===== config.mk =====
export PLATFORM = sky130hd
export DESIGN_NAME = set_time_ctrl
export DESIGN_NICKNAME = d
export VERILOG_FILES = /design/src/rtl/set_time_ctrl.sv
export SDC_FILE = /design/constraint.sdc
export NUM_CORES = 1
export LEC_CHECK = 0
export BUFFER_PORTS_ARGS = -buffer_cell sky130_fd_sc_hd__buf_2
export CORE_MARGIN = 1.5
export CORE_UTILIZATION = 30
export DETAILED_ROUTE_END_ITERATION = 16
export PLACE_DENSITY = 0.56
export SLEW_MARGIN = 20
export SYNTH_ARGS = -nofsm -noshare
export SYNTH_HDL_FRONTEND = slang
export SYNTH_SLANG_ARGS = --single-unit

===== constraint.sdc =====
create_clock -name clk -period 3.1 [get_ports clk]
set_input_delay 0.62 -clock clk [delete_from_list [all_inputs] [get_ports clk]]
set_output_delay 0.62 -clock clk [all_outputs]
set_load 0.02 [all_outputs]

===== src/rtl/set_time_ctrl.sv =====
// Time-set front end: conditions a push button (sync, debounce, hold-to-repeat) and
// steps the selected hour/minute/second field, seeding from the running clock on set entry.
module set_time_ctrl #(
  parameter int unsigned DEBOUNCE_CYCLES = 16,
  parameter int unsigned REPEAT_DELAY    = 64,
  parameter int unsigned REPEAT_RATE     = 16,
  parameter int unsigned HOUR_MODE_24    = 1
) (
  input  logic       clk,
  input  logic       reset_n,
  input  logic       pb,
  input  logic       set_en,
  input  logic [1:0] field_sel,
  input  logic       dir,
  input  logic [4:0] cur_h,
  input  logic [5:0] cur_m,
  input  logic [5:0] cur_s,
  output logic [4:0] h_in,
  output logic [5:0] m_in,
  output logic [5:0] s_in,
  output logic       set_strobe
);

  localparam int unsigned DbW    = $clog2(DEBOUNCE_CYCLES);
  localparam int unsigned RptMax = (REPEAT_DELAY > REPEAT_RATE) ? REPEAT_DELAY : REPEAT_RATE;
  localparam int unsigned RpW    = $clog2(RptMax);

  localparam logic [DbW-1:0] DbLast = DbW'(DEBOUNCE_CYCLES - 1);
  localparam logic [RpW-1:0] RdLast = RpW'(REPEAT_DELAY - 1);
  localparam logic [RpW-1:0] RrLast = RpW'(REPEAT_RATE - 1);

  localparam logic [4:0] HourLo  = (HOUR_MODE_24 != 0) ? 5'd0  : 5'd1;
  localparam logic [4:0] HourHi  = (HOUR_MODE_24 != 0) ? 5'd23 : 5'd12;
  localparam logic [4:0] HourRst = (HOUR_MODE_24 != 0) ? 5'd0  : 5'd12;

  localparam logic [1:0] StIdle   = 2'd0;
  localparam logic [1:0] StDelay  = 2'd1;
  localparam logic [1:0] StRepeat = 2'd2;

  logic           sync1_q, sync2_q;
  logic           clean_q, clean_d;
  logic [DbW-1:0] db_cnt_q, db_cnt_d;
  logic [1:0]     state_q, state_d;
  logic [RpW-1:0] rpt_cnt_q, rpt_cnt_d;
  logic           set_en_q;
  logic [4:0]     h_q, h_d;
  logic [5:0]     m_q, m_d, s_q, s_d;
  logic           chg_q, chg_d;
  logic           strobe_q;
  logic           step, seed, apply;
  logic [4:0]     h_step, h_seed;

  function automatic logic [5:0] ms_step(input logic [5:0] v, input logic dn);
    if (dn) return (v == 6'd0) ? 6'd59 : v - 6'd1;
    else    return (v >= 6'd59) ? 6'd0 : v + 6'd1;
  endfunction

  // Clean button toggles only after DEBOUNCE_CYCLES consecutive disagreeing cycles.
  always_comb begin
    clean_d  = clean_q;
    db_cnt_d = '0;
    if (sync2_q != clean_q) begin
      if (db_cnt_q == DbLast) clean_d = ~clean_q;
      else                    db_cnt_d = db_cnt_q + DbW'(1);
    end
  end

  // Hold FSM; a falling clean button beats a coinciding repeat step.
  always_comb begin
    state_d   = state_q;
    rpt_cnt_d = rpt_cnt_q;
    step      = 1'b0;
    case (state_q)
      StIdle: begin
        if (clean_q) begin
          step      = 1'b1;
          state_d   = StDelay;
          rpt_cnt_d = '0;
        end
      end
      StDelay: begin
        if (!clean_q) begin
          state_d   = StIdle;
          rpt_cnt_d = '0;
        end else if (rpt_cnt_q == RdLast) begin
          step      = 1'b1;
          state_d   = StRepeat;
          rpt_cnt_d = '0;
        end else begin
          rpt_cnt_d = rpt_cnt_q + RpW'(1);
        end
      end
      StRepeat: begin
        if (!clean_q) begin
          state_d   = StIdle;
          rpt_cnt_d = '0;
        end else if (rpt_cnt_q == RrLast) begin
          step      = 1'b1;
          rpt_cnt_d = '0;
        end else begin
          rpt_cnt_d = rpt_cnt_q + RpW'(1);
        end
      end
      default: begin
        state_d   = StIdle;
        rpt_cnt_d = '0;
      end
    endcase
  end

  always_comb begin
    seed  = set_en & ~set_en_q;
    apply = step & set_en & (field_sel != 2'b11) & ~seed;

    if (dir) h_step = (h_q == HourLo) ? HourHi : h_q - 5'd1;
    else     h_step = (h_q >= HourHi) ? HourLo : h_q + 5'd1;

    h_seed = ((cur_h > HourHi) || ((HOUR_MODE_24 == 0) && (cur_h == 5'd0))) ? HourLo : cur_h;

    h_d = h_q;
    m_d = m_q;
    s_d = s_q;
    if (seed) begin
      h_d = h_seed;
      m_d = (cur_m > 6'd59) ? 6'd0 : cur_m;
      s_d = (cur_s > 6'd59) ? 6'd0 : cur_s;
    end else if (apply) begin
      case (field_sel)
        2'b00:   h_d = h_step;
        2'b01:   m_d = ms_step(m_q, dir);
        2'b10:   s_d = ms_step(s_q, dir);
        default: ;
      endcase
    end
    chg_d = (h_d != h_q) | (m_d != m_q) | (s_d != s_q);
  end

  always_ff @(posedge clk or negedge reset_n) begin
    if (!reset_n) begin
      sync1_q   <= 1'b0;
      sync2_q   <= 1'b0;
      clean_q   <= 1'b0;
      db_cnt_q  <= '0;
      state_q   <= StIdle;
      rpt_cnt_q <= '0;
      set_en_q  <= 1'b0;
      h_q       <= HourRst;
      m_q       <= 6'd0;
      s_q       <= 6'd0;
      chg_q     <= 1'b0;
      strobe_q  <= 1'b0;
    end else begin
      sync1_q   <= pb;
      sync2_q   <= sync1_q;
      clean_q   <= clean_d;
      db_cnt_q  <= db_cnt_d;
      state_q   <= state_d;
      rpt_cnt_q <= rpt_cnt_d;
      set_en_q  <= set_en;
      h_q       <= h_d;
      m_q       <= m_d;
      s_q       <= s_d;
      chg_q     <= chg_d;
      strobe_q  <= chg_q;
    end
  end

  assign h_in       = h_q;
  assign m_in       = m_q;
  assign s_in       = s_q;
  assign set_strobe = strobe_q;

endmodule

**Yosys cells after proc, flatten, opt, wreduce, memory -nomap -nowiden**

Index checks and enable logic that the tools add are counted.

- $add $sub $neg: 8
- $lt $le $gt $ge: 6
- Equality and inequality tests: 15
- Mux-type cells: 40
- Bitwise gates (word level): 9
- Reduce and logical (&&, ||, !) cells: 7

Operators with widths:

| operator | count |
|---|---|
| two-way mux 6 bit | 19 |
| two-way mux 5 bit | 7 |
| adder 6 x 1 -> 6 bit (second input constant) | 3 |
| case mux 6 bit (3 select lines) | 1 |
| >= comparator 6 bit (second input constant) | 2 |
| > comparator 6 bit (second input constant) | 2 |
| zero test 6 bit | 2 |
| inequality test 6 bit | 2 |
| subtractor 6 x 1 -> 6 bit (second input constant) | 2 |
| two-way mux 2 bit | 4 |
| two-way mux 4 bit | 2 |
| == test 6 x 4 -> 1 bit (second input constant) | 1 |
| == test 6 bit (second input constant) | 1 |
| inequality test 2 bit (second input constant) | 3 |
| case mux 2 bit (3 select lines) | 1 |
| adder 5 x 1 -> 5 bit (second input constant) | 1 |
| >= comparator 5 bit (second input constant) | 1 |
| > comparator 5 bit (second input constant) | 1 |
| zero test 5 bit | 1 |
| two-way mux 1 bit | 5 |
| inequality test 5 bit | 1 |
| subtractor 5 x 1 -> 5 bit (second input constant) | 1 |
| adder 4 x 1 -> 4 bit (second input constant) | 1 |
| bitwise AND 1 bit | 4 |
| 11 further kinds | 17 |

- Bits in registers: 35
- Input bits: 24

**Depth between registers and ports, before layout**

- Word-level depth: 12
- Depth in mapped cells: 9
- Gate-level depth less buffers: 8

**Least setup slack after synthesis**

No wires, ideal clock.

- Kind: flip-flop to flip-flop
- Start: reg s_q[0], in the netlist s_in[0]
- End: reg chg_q
- Library setup time: 0.136 ns
- Data arrival time: 2.445 ns
- Data required time: 2.964 ns
- Slack: 0.519 ns
- Cell stages (with the launch flop): 10
- Period minus slack after synthesis: 2.581 ns
- Path through: dfrtp_1 > clkbuf_1 > inv_1 > ha_1 > nor2b_1 > a2111oi_0 > or4_1 > a31oi_1 > nor4_1 > nand4_1

- Cells in the longest elaborated chain, start to end: 8
- Elaborated cells between the ends (all ways): 12

RTL lines:

| what | line | text |
|---|---|---|
| start: declaration | 47 | `logic [5:0] m_q, m_d, s_q, s_d;` |
| start signal: assignment | 149 | `s_q <= 6'd0;` |
| start signal: assignment | 162 | `s_q <= s_d;` |
| adder 6 x 1 -> 6 bit, or another cell as far along | 55 | `else return (v >= 6'd59) ? 6'd0 : v + 6'd1;` |
| two-way mux 6 bit, on equally long branches | 55, 54 |  |
| two-way mux 6 bit | 54 | `if (dn) return (v == 6'd0) ? 6'd59 : v - 6'd1;` |
| two-way mux 6 bit | 128 | `case (field_sel)` |
| two-way mux 6 bit | 127 | `end else if (apply) begin` |
| two-way mux 6 bit | 123 | `if (seed) begin` |
| inequality test 6 bit (*) | 135 | `chg_d = (h_d != h_q) \| (m_d != m_q) \| (s_d != s_q);` |
| OR 1 bit (*) | 135 |  |
| named net chg_d | 48 | `logic chg_q, chg_d;` |
| end signal: assignment | 163 | `chg_q <= chg_d;` |
| end: declaration | 48 |  |

Mark *: on every way through the listed nets, which the timed path passes. The rest lies on a longest branch.
A chain may end at the register's enable or synchronous reset.

**Worst setup path after layout**

- Start: reg s_q[1], in the netlist s_in[1]
- End: reg chg_q

Same word-level chain as after synthesis.

==> run_summary.xml <==
<?xml version="1.0" encoding="UTF-8"?>
<metrics>
  <group name="worst_setup_path">
    <metric name="startpoint" unit="">s_in[1]</metric>
    <metric name="r2r-end" unit="">chg_q</metric>
    <metric name="rr_startpoint" unit="">s_in[1]</metric>
    <metric name="cp_data_arrival_time" unit="ns">2.76</metric>
    <metric name="path_max_fanout" unit="">15</metric>
    <metric name="slowest_cell_delay_on_critical_path" unit="ns">0.63</metric>
    <metric name="cp_cell_sequence" unit="">inv_1 &gt; ha_1 &gt; nor2b_1 &gt; a2111oi_0 &gt; buf_4 &gt; or4_1 &gt; a31oi_1 &gt; nor4_1 &gt; nand4_1</metric>
    <metric name="timing.critical_path.max_delay_family" unit="">simple AND/OR/NAND/NOR gates</metric>
    <metric name="worstRegToRegCells" unit="">9</metric>
    <metric name="rrSetupSlack" unit="ns">0.46</metric>
    <metric name="cp.required" unit="ns">3.22</metric>
    <metric name="critical_path.endpoint" unit="">chg_q</metric>
    <metric name="critical_path.n_buffers_inverters" unit="">2</metric>
    <metric name="worst_setup_end_kind" unit="">flip-flop</metric>
    <metric name="worst_path_max_delay_cell" unit="">sky130_fd_sc_hd__dfrtp_1</metric>
    <metric name="start_kind" unit="">flip-flop</metric>
    <metric name="levels_on_crit_path" unit="">9</metric>
    <metric name="setup.worst_path.class" unit="">flip-flop to flip-flop</metric>
  </group>
  <group name="drt">
    <metric name="vias" unit="">3239</metric>
    <metric name="detail_route.wirelength" unit="mm">8.87</metric>
    <metric name="route.antenna.remaining_nets" unit="">0</metric>
    <metric name="detail_route.wl_per_cell" unit="um">15.7</metric>
    <metric name="drt-pass1-iter-count" unit="">5</metric>
    <metric name="detail_route.iter0.violations" unit="">180</metric>
    <metric name="vias_per_cell" unit="">5.74</metric>
    <metric name="drc_errors" unit="">0</metric>
  </group>
  <group name="global_routing">
    <metric name="grt_use_met3" unit="">0.0315</metric>
    <metric name="met2_routing_resource_usage_after_global_routing" unit="">0.247</metric>
    <metric name="antenna_violations_before_repair" unit="">0</metric>
    <metric name="grt_pass1_vias" unit="">2957</metric>
    <metric name="globalRouteMet1Util" unit="">0.215</metric>
    <metric name="track_usage" unit="">0.154</metric>
    <metric name="globalRouteOverflowTotal" unit="">0</metric>
    <metric name="first_pass_grt_wire_length" unit="mm">14.6</metric>
    <metric name="most_congested_layer_reported_by_global_routing" unit="">met2</metric>
    <metric name="maximum_number_of_pins_on_one_net_before_global_route_repair" unit="">36</metric>
  </group>
  <group name="power_and_ir_drop">
    <metric name="p_comb_frac" unit="">0.375</metric>
    <metric name="vdd_drop_max" unit="uV">251</metric>
    <metric name="power.sequential.fraction" unit="">0.379</metric>
    <metric name="total_leakage_power" unit="nW">1.48</metric>
    <metric name="power.switching_fraction" unit="">0.390</metric>
    <metric name="power.switching" unit="uW">629</metric>
    <metric name="intPower" unit="uW">984</metric>
    <metric name="post-layout-total-power" unit="mW">1.61</metric>
    <metric name="p_per_area" unit="mW/mm^2">442</metric>
    <metric name="share_clk_of_total_power" unit="">0.246</metric>
  </group>
  <group name="synthesis">
    <metric name="ys.warnings.count" unit="">0</metric>
    <metric name="synthesis.nets" unit="">439</metric>
    <metric name="synth_most_common_cell" unit="">sky130_fd_sc_hd__dfrtp_1</metric>
    <metric name="synth_sequential_area_ratio" unit="">0.268</metric>
    <metric name="synth-main-ff-cell" unit="">sky130_fd_sc_hd__dfrtp_1</metric>
    <metric name="synth_edf_count" unit="">0</metric>
    <metric name="syn-instance-count" unit="">400</metric>
    <metric name="synth.cell_area" unit="mm^2">0.00327</metric>
    <metric name="synth_seq_cells" unit="">35</metric>
    <metric name="netlist_top_cells_count" unit="">sky130_fd_sc_hd__dfrtp_1 (35), sky130_fd_sc_hd__nand2_1 (29), sky130_fd_sc_hd__o21ai_0 (29), sky130_fd_sc_hd__nand3_1 (26), sky130_fd_sc_hd__inv_1 (21)</metric>
    <metric name="yosys_cell_types" unit="">74</metric>
    <metric name="post_synth.cell_area_avg" unit="um^2">8.17</metric>
    <metric name="synth.top_cells.by_area" unit="">sky130_fd_sc_hd__dfrtp_1 (27%), sky130_fd_sc_hd__ha_1 (5.7%), sky130_fd_sc_hd__o21ai_0 (4.4%)</metric>
    <metric name="synth_area_leader_cell" unit="">sky130_fd_sc_hd__dfrtp_1</metric>
    <metric name="yosys_top_cell_area_share" unit="">0.268</metric>
    <metric name="ys_async_sr_fraction" unit="">1.00</metric>
  </group>
  <group name="sta">
    <metric name="setup_clock_skew_after_layout" unit="ns">0.00619</metric>
    <metric name="setup_viol_count_final" unit="">0</metric>
    <metric name="min_period" unit="ns">2.64</metric>
    <metric name="slew_viol_final" unit="">0</metric>
    <metric name="layout_worst_path_cycle_share" unit="">0.852</metric>
    <metric name="setup_tns" unit="ns">0</metric>
    <metric name="slew_headroom" unit="">0.442</metric>
    <metric name="worst_tran_pin_value" unit="ns">0.836</metric>
    <metric name="fmax" unit="GHz">0.379</metric>
    <metric name="finalHoldWorstSlack" unit="ns">0.359</metric>
    <metric name="final-hold-violation-count" unit="">0</metric>
    <metric name="rsz0062_at_grt" unit="">false</metric>
  </group>
  <group name="floorplan">
    <metric name="die_area" unit="mm^2">0.0115</metric>
    <metric name="floorplan.initialDensity" unit="">0.312</metric>
    <metric name="core_outline_area" unit="mm^2">0.0105</metric>
    <metric name="ios" unit="">42</metric>
    <metric name="fp.dieW" unit="um">107</metric>
    <metric name="die_h" unit="um">107</metric>
    <metric name="rows" unit="">37</metric>
  </group>
  <group name="placed_design">
    <metric name="place_inst" unit="">557</metric>
    <metric name="port_buffers" unit="">41</metric>
    <metric name="hpwlAfterDp" unit="mm">6.69</metric>
    <metric name="placedInstanceArea" unit="mm^2">0.00355</metric>
    <metric name="place.gp.congestion" unit="">0.844</metric>
  </group>
  <group name="min_path">
    <metric name="holdCritPathClass" unit="">flip-flop to flip-flop</metric>
    <metric name="hold_depth" unit="">0</metric>
  </group>
  <group name="layout">
    <metric name="fraction_of_layout_instances_using_a_drive_strength_above_1" unit="">0.168</metric>
    <metric name="finalNonFillerCells" unit="">564</metric>
    <metric name="diodes" unit="">0</metric>
    <metric name="area_delta_synth_final" unit="%">11.8</metric>
    <metric name="fin_nets" unit="">467</metric>
    <metric name="fillerInstances" unit="">1116</metric>
    <metric name="post_route_cell_area" unit="mm^2">0.00365</metric>
  </group>
  <group name="clock_network">
    <metric name="cts-buffers-inserted" unit="">5</metric>
    <metric name="clockRootBuffer" unit="">sky130_fd_sc_hd__clkbuf_8</metric>
    <metric name="tritoncts" unit="">built</metric>
    <metric name="postCtsSetupBuffers" unit="">0</metric>
    <metric name="cts_resized" unit="">0</metric>
    <metric name="cts_max_path_buffers" unit="">2</metric>
    <metric name="postCtsHoldBufs" unit="">0</metric>
    <metric name="htree_levels" unit="">2</metric>
    <metric name="clkTransAtPathRegs" unit="ns">0.07</metric>
    <metric name="clk_latency" unit="ns">0.28</metric>
    <metric name="clock_sink_count" unit="">35</metric>
  </group>
  <group name="run_status">
    <metric name="outcome" unit="">complete, no violations</metric>
  </group>
  <group name="flow_run">
    <metric name="timing.max_cap.violations" unit="">0</metric>
  </group>
</metrics>
-- worst min-delay path by stage --
stage | start | to | slack, ns
after floorplan | reset_n | chg_q | 0.32
after CTS | sync1_q | sync2_q | 0.36
after detailed placement | sync1_q | sync2_q | 0.34
final | sync1_q | sync2_q | 0.36
after global routing | sync1_q | sync2_q | 0.37
after global placement | sync1_q | sync2_q | 0.34
-- logic make-up after synthesis --
| logic type | after synthesis | share of synthesized area |
|---|---|---|
| XOR/XNOR | 9 | 0.0241 |
| adder cells (fa/ha/maj) | 16 | 0.0605 |
| AO/OA/AOI/OAI | 149 | 0.329 |
| AND/OR/NAND/NOR | 141 | 0.241 |
| flip-flops | 35 | 0.268 |
| multiplexers | 3 | 0.0103 |
| buffers and inverters | 47 | 0.0670 |
-- flip-flops by register name, summed over array words and instances (netlist names) --
name / count
chg_q: 1
sync2_q: 1
sync1_q: 1
h_in: 5
m_in: 6
db_cnt_q: 4
rpt_cnt_q: 6
state_q: 2
clean_q: 1
set_strobe: 1
set_en_q: 1
s_in: 6
-- metrics by stage --
stage | setup WS, ns | util
2_1_floorplan | 0.519 | -
3_3_place_gp | 0.552 | 0.339
3_5_place_dp | 0.516 | 0.339
4_1_cts | 0.512 | 0.349
5_1_grt | 0.276 | 0.349
6_report | 0.459 | 0.349
-- area by class of cell --
class	instances	area, um^2	share of cell area
multi-input combinational	318	2170	0.595
sequential	35	876	0.240
timing repair buffer	47	250	0.0685
tap	136	170	0.0466
inverter	21	78.8	0.0216
clock buffer	6	72.6	0.0199
clock inverter	1	30.0	0.00822
-- routing by layer --
layer	share of wire	vias to the layer above
met2	0.46	102
met1	0.46	1539
met4	0.0097	0
met3	0.072	10
li1	-	1588
met5	0	-
-- power groups by stage --
stage               registers, mW  logic [mW]  clock network (mW)
detailed placement          0.618       0.599                   0
floorplan                   0.594       0.451                   0
global placement            0.618       0.596                   0
global route                0.624       0.675               0.428
finish                      0.611       0.604               0.397
CTS                         0.610       0.603               0.412
-- placed cells by master, fill, tap and decap left out, types with 3 or more instances in the layout --
master                      count
sky130_fd_sc_hd__o21ai_0       29
sky130_fd_sc_hd__o31ai_1        4
sky130_fd_sc_hd__a31oi_1       15
sky130_fd_sc_hd__o31a_1         7
sky130_fd_sc_hd__clkbuf_8       5
sky130_fd_sc_hd__and2_1         3
sky130_fd_sc_hd__o21ai_1       10
sky130_fd_sc_hd__nand2_1       29
sky130_fd_sc_hd__buf_2         41
sky130_fd_sc_hd__a22o_1         3
sky130_fd_sc_hd__nand4b_1       3
sky130_fd_sc_hd__nand2b_1       8
sky130_fd_sc_hd__inv_1         21
sky130_fd_sc_hd__nor2b_1       10
sky130_fd_sc_hd__and4_1         3
sky130_fd_sc_hd__a21o_1         5
sky130_fd_sc_hd__nand3b_1       4
sky130_fd_sc_hd__nand3_1       26
sky130_fd_sc_hd__nor2_1        20
sky130_fd_sc_hd__nor3b_1        4
sky130_fd_sc_hd__or3_1          3
sky130_fd_sc_hd__dfrtp_1       35
sky130_fd_sc_hd__ha_1          15
sky130_fd_sc_hd__a211o_1        3
sky130_fd_sc_hd__a21oi_1       16
sky130_fd_sc_hd__nand4_1        6
sky130_fd_sc_hd__nor4_1         3
sky130_fd_sc_hd__o221ai_1       7
sky130_fd_sc_hd__buf_4          6
sky130_fd_sc_hd__o21a_1         3
sky130_fd_sc_hd__mux2_2         3
sky130_fd_sc_hd__o22ai_1        3
sky130_fd_sc_hd__a211oi_1       4
sky130_fd_sc_hd__xnor2_1        8
sky130_fd_sc_hd__o211ai_1       4
sky130_fd_sc_hd__o2111ai_1      5
(Power assumes the default switching activity.)
